--- config.mk ---
export PLATFORM = sky130hd
export DESIGN_NAME = fft_dout_serializer
export DESIGN_NICKNAME = d
export VERILOG_FILES = /design/src/rtl/fft_pkg.sv /design/src/rtl/fft_bitrev_index.sv /design/src/rtl/fft_dout_serializer.sv
export SDC_FILE = /design/constraint.sdc
export NUM_CORES = 1
export LEC_CHECK = 0
export BUFFER_PORTS_ARGS = -buffer_cell sky130_fd_sc_hd__buf_2
export CORE_UTILIZATION = 50
export CTS_CLUSTER_SIZE = 28
export DETAILED_ROUTE_END_ITERATION = 10
export HOLD_SLACK_MARGIN = 0.02
export PLACE_DENSITY = 0.82
export SETUP_SLACK_MARGIN = 0.2
export SLEW_MARGIN = 5
export SYNTH_ARGS = -nofsm -noshare
export SYNTH_HDL_FRONTEND = slang
export SYNTH_SLANG_ARGS = --single-unit
--- constraint.sdc ---
create_clock -name clk -period 6 [get_ports clk]
set_clock_uncertainty 0.05 [all_clocks]
set_input_delay 0.6 -clock clk [delete_from_list [all_inputs] [get_ports clk]]
set_output_delay 0.6 -clock clk [all_outputs]
set_load 0.02 [all_outputs]
--- src/rtl/fft_pkg.sv ---
// Shared FFT pipeline definitions: block-size helper, stream FSM states, bit-reverse helper.
package fft_pkg;

  typedef enum logic {
    IDLE   = 1'b0,
    STREAM = 1'b1
  } ser_state_t;

  function automatic int unsigned num_points(input int unsigned npoint);
    return 32'd1 << npoint;
  endfunction

  // Reverses the low 'bits' bits of value; higher bits of the result are zero.
  function automatic logic [31:0] bitrev(input logic [31:0] value, input int unsigned bits);
    logic [31:0] r;
    r = '0;
    for (int unsigned i = 0; i < 32; i++) begin
      if (i < bits) r[5'(bits - 1 - i)] = value[5'(i)];
    end
    return r;
  endfunction

endpackage

--- src/rtl/fft_bitrev_index.sv ---
// Combinational NPOINT-bit index bit-reversal used to restore natural bin order.
module fft_bitrev_index
  import fft_pkg::*;
#(
  parameter int unsigned NPOINT = 3
) (
  input  logic [NPOINT-1:0] idx_in,
  output logic [NPOINT-1:0] idx_out
);

  always_comb begin
    idx_out = NPOINT'(bitrev(32'(idx_in), NPOINT));
  end

endmodule

--- src/rtl/fft_dout_serializer.sv ---
// Parallel-to-serial output stage of the FFT pipeline (one complex sample per cycle).
// Define FFT_SER_BITREV_EN to emit bins in bit-reversed capture order (natural frequency order).
module fft_dout_serializer
  import fft_pkg::*;
#(
  parameter int unsigned WIDTH  = 16,
  parameter int unsigned NPOINT = 3
) (
  input  logic                         clk,
  input  logic                         rst_n,
  input  logic                         par_valid,
  output logic                         par_busy,
  input  logic [WIDTH*(2**NPOINT)-1:0] par_real,
  input  logic [WIDTH*(2**NPOINT)-1:0] par_imag,
  output logic                         ser_valid,
  input  logic                         ser_busy,
  output logic [WIDTH-1:0]             ser_real,
  output logic [WIDTH-1:0]             ser_imag,
  output logic [NPOINT-1:0]            ser_index,
  output logic                         ser_last
);

  localparam int unsigned       NUM      = num_points(NPOINT);
  localparam logic [NPOINT-1:0] CNT_LAST = NPOINT'(NUM - 1);

  ser_state_t state, state_nxt;
  logic [NPOINT-1:0]    cnt, cnt_nxt;
  logic [WIDTH*NUM-1:0] cap_real, cap_imag;
  logic [WIDTH*NUM-1:0] src_real, src_imag;
  logic [NPOINT-1:0]    sel_cnt, order_idx;
  logic [WIDTH-1:0]     sample_real, sample_imag;
  logic                 capture, load;
  logic                 busy_nxt, valid_nxt, last_nxt;
  logic [WIDTH-1:0]     real_nxt, imag_nxt;
  logic [NPOINT-1:0]    index_nxt;

`ifdef FFT_SER_BITREV_EN
  fft_bitrev_index #(.NPOINT(NPOINT)) u_bitrev (
    .idx_in  (sel_cnt),
    .idx_out (order_idx)
  );
`else
  assign order_idx = sel_cnt;
`endif

  // In IDLE the first sample is loaded on the capture edge, so read the live bus.
  always_comb begin
    sel_cnt  = (state == STREAM) ? cnt + 1'b1 : '0;
    src_real = (state == IDLE) ? par_real : cap_real;
    src_imag = (state == IDLE) ? par_imag : cap_imag;
  end

  always_comb begin
    sample_real = '0;
    sample_imag = '0;
    for (int unsigned k = 0; k < NUM; k++) begin
      if (order_idx == NPOINT'(k)) begin
        sample_real = src_real[k*WIDTH +: WIDTH];
        sample_imag = src_imag[k*WIDTH +: WIDTH];
      end
    end
  end

  always_comb begin
    state_nxt = state;
    cnt_nxt   = cnt;
    busy_nxt  = par_busy;
    valid_nxt = ser_valid;
    last_nxt  = ser_last;
    capture   = 1'b0;
    load      = 1'b0;
    case (state)
      IDLE: begin
        busy_nxt = 1'b0;
        if (par_valid && !par_busy) begin
          capture   = 1'b1;
          load      = 1'b1;
          busy_nxt  = 1'b1;
          valid_nxt = 1'b1;
          last_nxt  = 1'b0;
          cnt_nxt   = '0;
          state_nxt = STREAM;
        end
      end
      STREAM: begin
        if (ser_valid && !ser_busy) begin
          if (cnt == CNT_LAST) begin
            valid_nxt = 1'b0;
            last_nxt  = 1'b0;
            busy_nxt  = 1'b0;
            cnt_nxt   = '0;
            state_nxt = IDLE;
          end else begin
            load     = 1'b1;
            cnt_nxt  = cnt + 1'b1;
            last_nxt = (cnt_nxt == CNT_LAST);
          end
        end
      end
      default: state_nxt = IDLE;
    endcase
    real_nxt  = load ? sample_real : ser_real;
    imag_nxt  = load ? sample_imag : ser_imag;
    index_nxt = load ? order_idx : ser_index;
  end

  always_ff @(posedge clk or negedge rst_n) begin
    if (!rst_n) begin
      state     <= IDLE;
      cnt       <= '0;
      cap_real  <= '0;
      cap_imag  <= '0;
      par_busy  <= 1'b0;
      ser_valid <= 1'b0;
      ser_real  <= '0;
      ser_imag  <= '0;
      ser_index <= '0;
      ser_last  <= 1'b0;
    end else begin
      state     <= state_nxt;
      cnt       <= cnt_nxt;
      if (capture) begin
        cap_real <= par_real;
        cap_imag <= par_imag;
      end
      par_busy  <= busy_nxt;
      ser_valid <= valid_nxt;
      ser_real  <= real_nxt;
      ser_imag  <= imag_nxt;
      ser_index <= index_nxt;
      ser_last  <= last_nxt;
    end
  end

endmodule

* Word-level counts from Yosys, hierarchy flattened
Index checks and enable logic that the tools add are counted.
** Storage, ports and cells
- Bits in latches :: 0
- Logic and storage cells :: 71
- Bits in read-only memories :: 0
- Input bits :: 260
- Memories kept :: 0
- Register bits after elaboration :: 298
- Bits in writable memories :: 0
** Operators by class
- Shifts and indexed selects :: 0
- Div/mod/pow operators :: 0
- $lt $le $gt $ge :: 0
- Eq/ne operators :: 12
- Bitwise operators :: 1
- Add/sub/neg operators :: 1
- Mux-type cells :: 39
- $mul :: 0
- Reduce and logical (&&, ||, !) cells :: 8
** Operators by type and width (count)
- $mux 128 :: 2
- $mux 16 :: 16
- $eq 3x3->1 const B :: 6
- $mux 3 :: 4
- $mux 1 :: 11
- $pmux 1 s2 :: 5
- $eq 3x2->1 const B :: 2
- $ne 2x1->1 const B :: 3
- $pmux 3 s2 :: 1
- $reduce_and 2->1 :: 2
- $add 3x1->3 const B :: 1
- $eq 3x1->1 const B :: 1
- $logic_not 3->1 :: 1
- $reduce_and 3->1 :: 1
- $logic_and 1x1->1 :: 2
- $logic_not 1->1 :: 2
- $not 1->1 :: 1

* Depth between registers and ports, before layout
- Depth in word-level cells :: 11
- Gate-level depth with buffers :: 10

* Worst setup path before layout
No wires, ideal clock.
- Path kind :: flip-flop to flip-flop
- Start point :: register cnt[0]
- End point :: register ser_imag[3]
- Setup time :: 0.132 ns
- Clock period less this slack :: 2.177 ns
- Slack :: 3.823 ns
- Arrival time :: 1.995 ns
- Required time :: 5.818 ns
- Stages on the path, launching flop included :: 11
- Path through :: dfrtp_1 > buf_6 > buf_2 > inv_1 > ha_1 > buf_6 > buf_6 > mux2i_1 > o221ai_1 > o31ai_1 > a31oi_1
** Between the ends
- Cells in the longest elaborated chain, start to end :: 11
- Elaborated cells between the ends (all ways) :: 22
- Those cells by class :: add/sub: 1; eq/ne: 8; mux: 12; reduce/logical: 1
** RTL lines
- from (decl) :: RTL line fft_dout_serializer.sv:27 : logic [NPOINT-1:0] cnt, cnt_nxt;
- from (signal assigned) :: RTL line fft_dout_serializer.sv:121 : cnt <= cnt_nxt;
- $add 3x1->3 :: RTL line fft_dout_serializer.sv:48 : sel_cnt = (state == STREAM) ? cnt + 1'b1 : '0;
- $mux 3 :: RTL line fft_dout_serializer.sv:48
- $logic_not 3->1 :: RTL line fft_dout_serializer.sv:57 : if (order_idx == NPOINT'(k)) begin
- $mux 16 (8 in a row) :: RTL line fft_dout_serializer.sv:57
- to (signal assigned) :: RTL line fft_dout_serializer.sv:129 : ser_imag <= imag_nxt;
- to (decl) :: RTL line fft_dout_serializer.sv:18 : output logic [WIDTH-1:0] ser_imag,
Several ways; a longest one is shown, not always the timed one.
A chain may end at the register's enable or synchronous reset.

* Final worst setup path
- Start point :: register cnt[0]
- End point :: register ser_imag[4]
Same word-level chain as after synthesis.

==> results.ini <==
[setup_path]
worst_ep_arrival_time_ns=4.24
crit_fanout=106
startpoint_type=flip-flop
crit_type=flip-flop to flip-flop
required_ns=6.36
endpoint_kind=flip-flop
rr_worst_depth=7

[sta]
setup_viol=0
period_minus_slack_ns=3.88
maxSlewHeadroom=0.180
setup_slack_ns=2.12
finalMaxSlewViolations=0
finalHoldViolations=0
worst_pin_slew_ns=1.23
rsz0062_at_grt=no
setup_tns_ns=0
fin_crit_sh=0.646
fmax_mhz=258

[drt]
wirelength_mm=43.1
via_per_inst=5.50
wl_per_cell_um=19.0
first_iter_violations=1477
firstDrtPassIters=5
drc=0
drtAntennaViolNets=0
vias=12500

[clock_tree]
path_clk_slew_ns=0.07
cts_root_buffer=clkbuf_16
cts-resized-gates=0
post_cts.repair.setup_buffers=0
cts_buffer_depth=3
hold_buffers=0
tritoncts=yes
insertion_delay_ns=0.56
htreeDepth=1
cts_made_buffers=30
clock_sinks=298

[place]
dp_hpwl_mm=29.9
pre_cts_ws_ns=2.31
portBuffers=297
place.gp.congestion=0.954

[grt]
grt-ovfl-total=0
grt_pass1_wl_mm=66.4
antenna_found_initial=7
grt.total_usage=0.301
grt_pass1_vias=11800
grt_max_degree=162

[floorplan]
io_pins=298
die_area_um2=28400
core_area_um2=27100
std_cell_rows=60
floorplan.initialDensity=0.512
die_height_um=169
die_w_um=169

[pwr]
cellPowerDensity_nw_per_um2=570
ir_drop_uv=358
p_leak_nw=8.57
power_mw=9.37

[final_layout]
layout-drive-gt1-share=0.198
nets=2130
fin_util=0.606
area_delta_synth_final_pct=18.3

[logic_synthesis]
synthCells=1643
ys_ff_latch=298
synth_area_um2=13900
synth_top_area_frac=0.537
yosys.area.top_type=dfrtp_1
yosys_warnings=0
ys_seq_area_frac=0.537
syn_area_per_cell_um2=8.45
yosysUniqueCellTypes=42
syn_nets=1906
ys_top_cells_by_area=dfrtp_1 54%, nand2_1 21%, a31oi_1 2.7%

[run]
maxCapViolations=0

[worst_hold_path]
hold_class=input pin to asynchronous set/reset pin

[outcome]
run_status=finished clean

worst max-delay path: stages, from the launching register on:
cell and delay [ns]:
dfrtp_2 0.72, inv_1 0.22, ha_4 1.06, buf_4 0.49, mux2i_1 0.25, o221ai_1 0.18
o31ai_1 0.58, a31oi_1 0.16
final cells by class:
type	count	area, µm²
well taps	372	465
diodes	7	17.5
inverters	37	139
multi-input cells	1189	5700
repair buffers	311	1630
clock inverters	8	92.6
flip-flops and latches	298	7460
fillers	2352	10700
clock buffers	46	932
worst paths after layout:
check / start / to / slack, ns
min in group clk: par_imag[71] / cap_imag[71] / 0.17
setup / recovery: cnt[0] / ser_imag[4] / 2.12
setup reg to reg: cnt[0] / ser_imag[4] / 2.12
hold / removal: rst_n / cap_real[37] / 0.06
max in group asynchronous: rst_n / cap_real[96] / 4.41
hold reg to reg: cap_imag[29] / cap_imag[29] / 0.42
per-stage QoR:
| stage | hold WS, ns | cell area, µm² | cells |
|---|---|---|---|
| 3_3_place_gp | 0.400 | 15400 | 2207 |
| 4_1_cts | 0.0827 | 16400 | 2261 |
| 5_1_grt | 0.112 | 16400 | 2267 |
| 6_report | 0.0557 | 16400 | 2268 |
| 3_5_place_dp | 0.406 | 15400 | 2207 |
| 2_1_floorplan | 0.254 | 13900 | 1643 |
Yosys cell counts (all sizes together):
cell      n
nand2   778
dfrtp   298
buf      88
o21ai    66
nor2     63
a31oi    60
inv      37
clkbuf   31
mux2i    31
nor2b    31
o31ai    30
nand4b   29
and3     28
o221ai   28
nand2b    7
nand3b    6
a21oi     4
o22ai     4
a311oi    3
ha        3
nand3     3
or3       3
a221oi    2
mux4      2
a211oi    1
a22o      1
and2      1
and3b     1
nor3b     1
nor4bb    1
or3b      1
xnor2     1
kinds of logic (layout without fill, tap and decap cells):
group,count (synthesis),count (layout),synth area share
compound gates,199,199,0.0935
flops,298,298,0.537
mux,33,33,0.0256
xor+xnor,1,1,0.000631
other cells,0,7,0
simple gates,953,953,0.286
fa+ha+maj,3,3,0.00270
buf+inv,156,402,0.0550
registers in the layout (all words and copies together), names as in the netlist:
signal     cells
cap_imag     128
cap_real     128
ser_imag      16
ser_real      16
cnt            3
ser_index      3
par_busy       1
ser_last       1
ser_valid      1
state          1
per-layer routing:
metal	track usage	part of all wire	vias up
li1	-	-	5792
met1	0.448	0.43	5893
met2	0.429	0.43	683
met3	0.0615	0.097	104
met4	0.126	0.041	0
met5	0	0	-
where the power goes:
part           total [mW]  switching [mW]  internal (mW)
logic                3.84            2.46           1.38
clock network        1.93           0.787           1.15
registers            3.59           0.630           2.96
total                9.37            3.88           5.49
placed cells by master (no fill, tap or decap), drive strengths merged, types with 31 or more instances in the layout:
cell and instances:
nand2 778, buf 311, dfrtp 298, o21ai 66, nor2 63, a31oi 60
clkbuf 46, inv 37, mux2i 31, nor2b 31
Power figures use the tool's default switching activity.
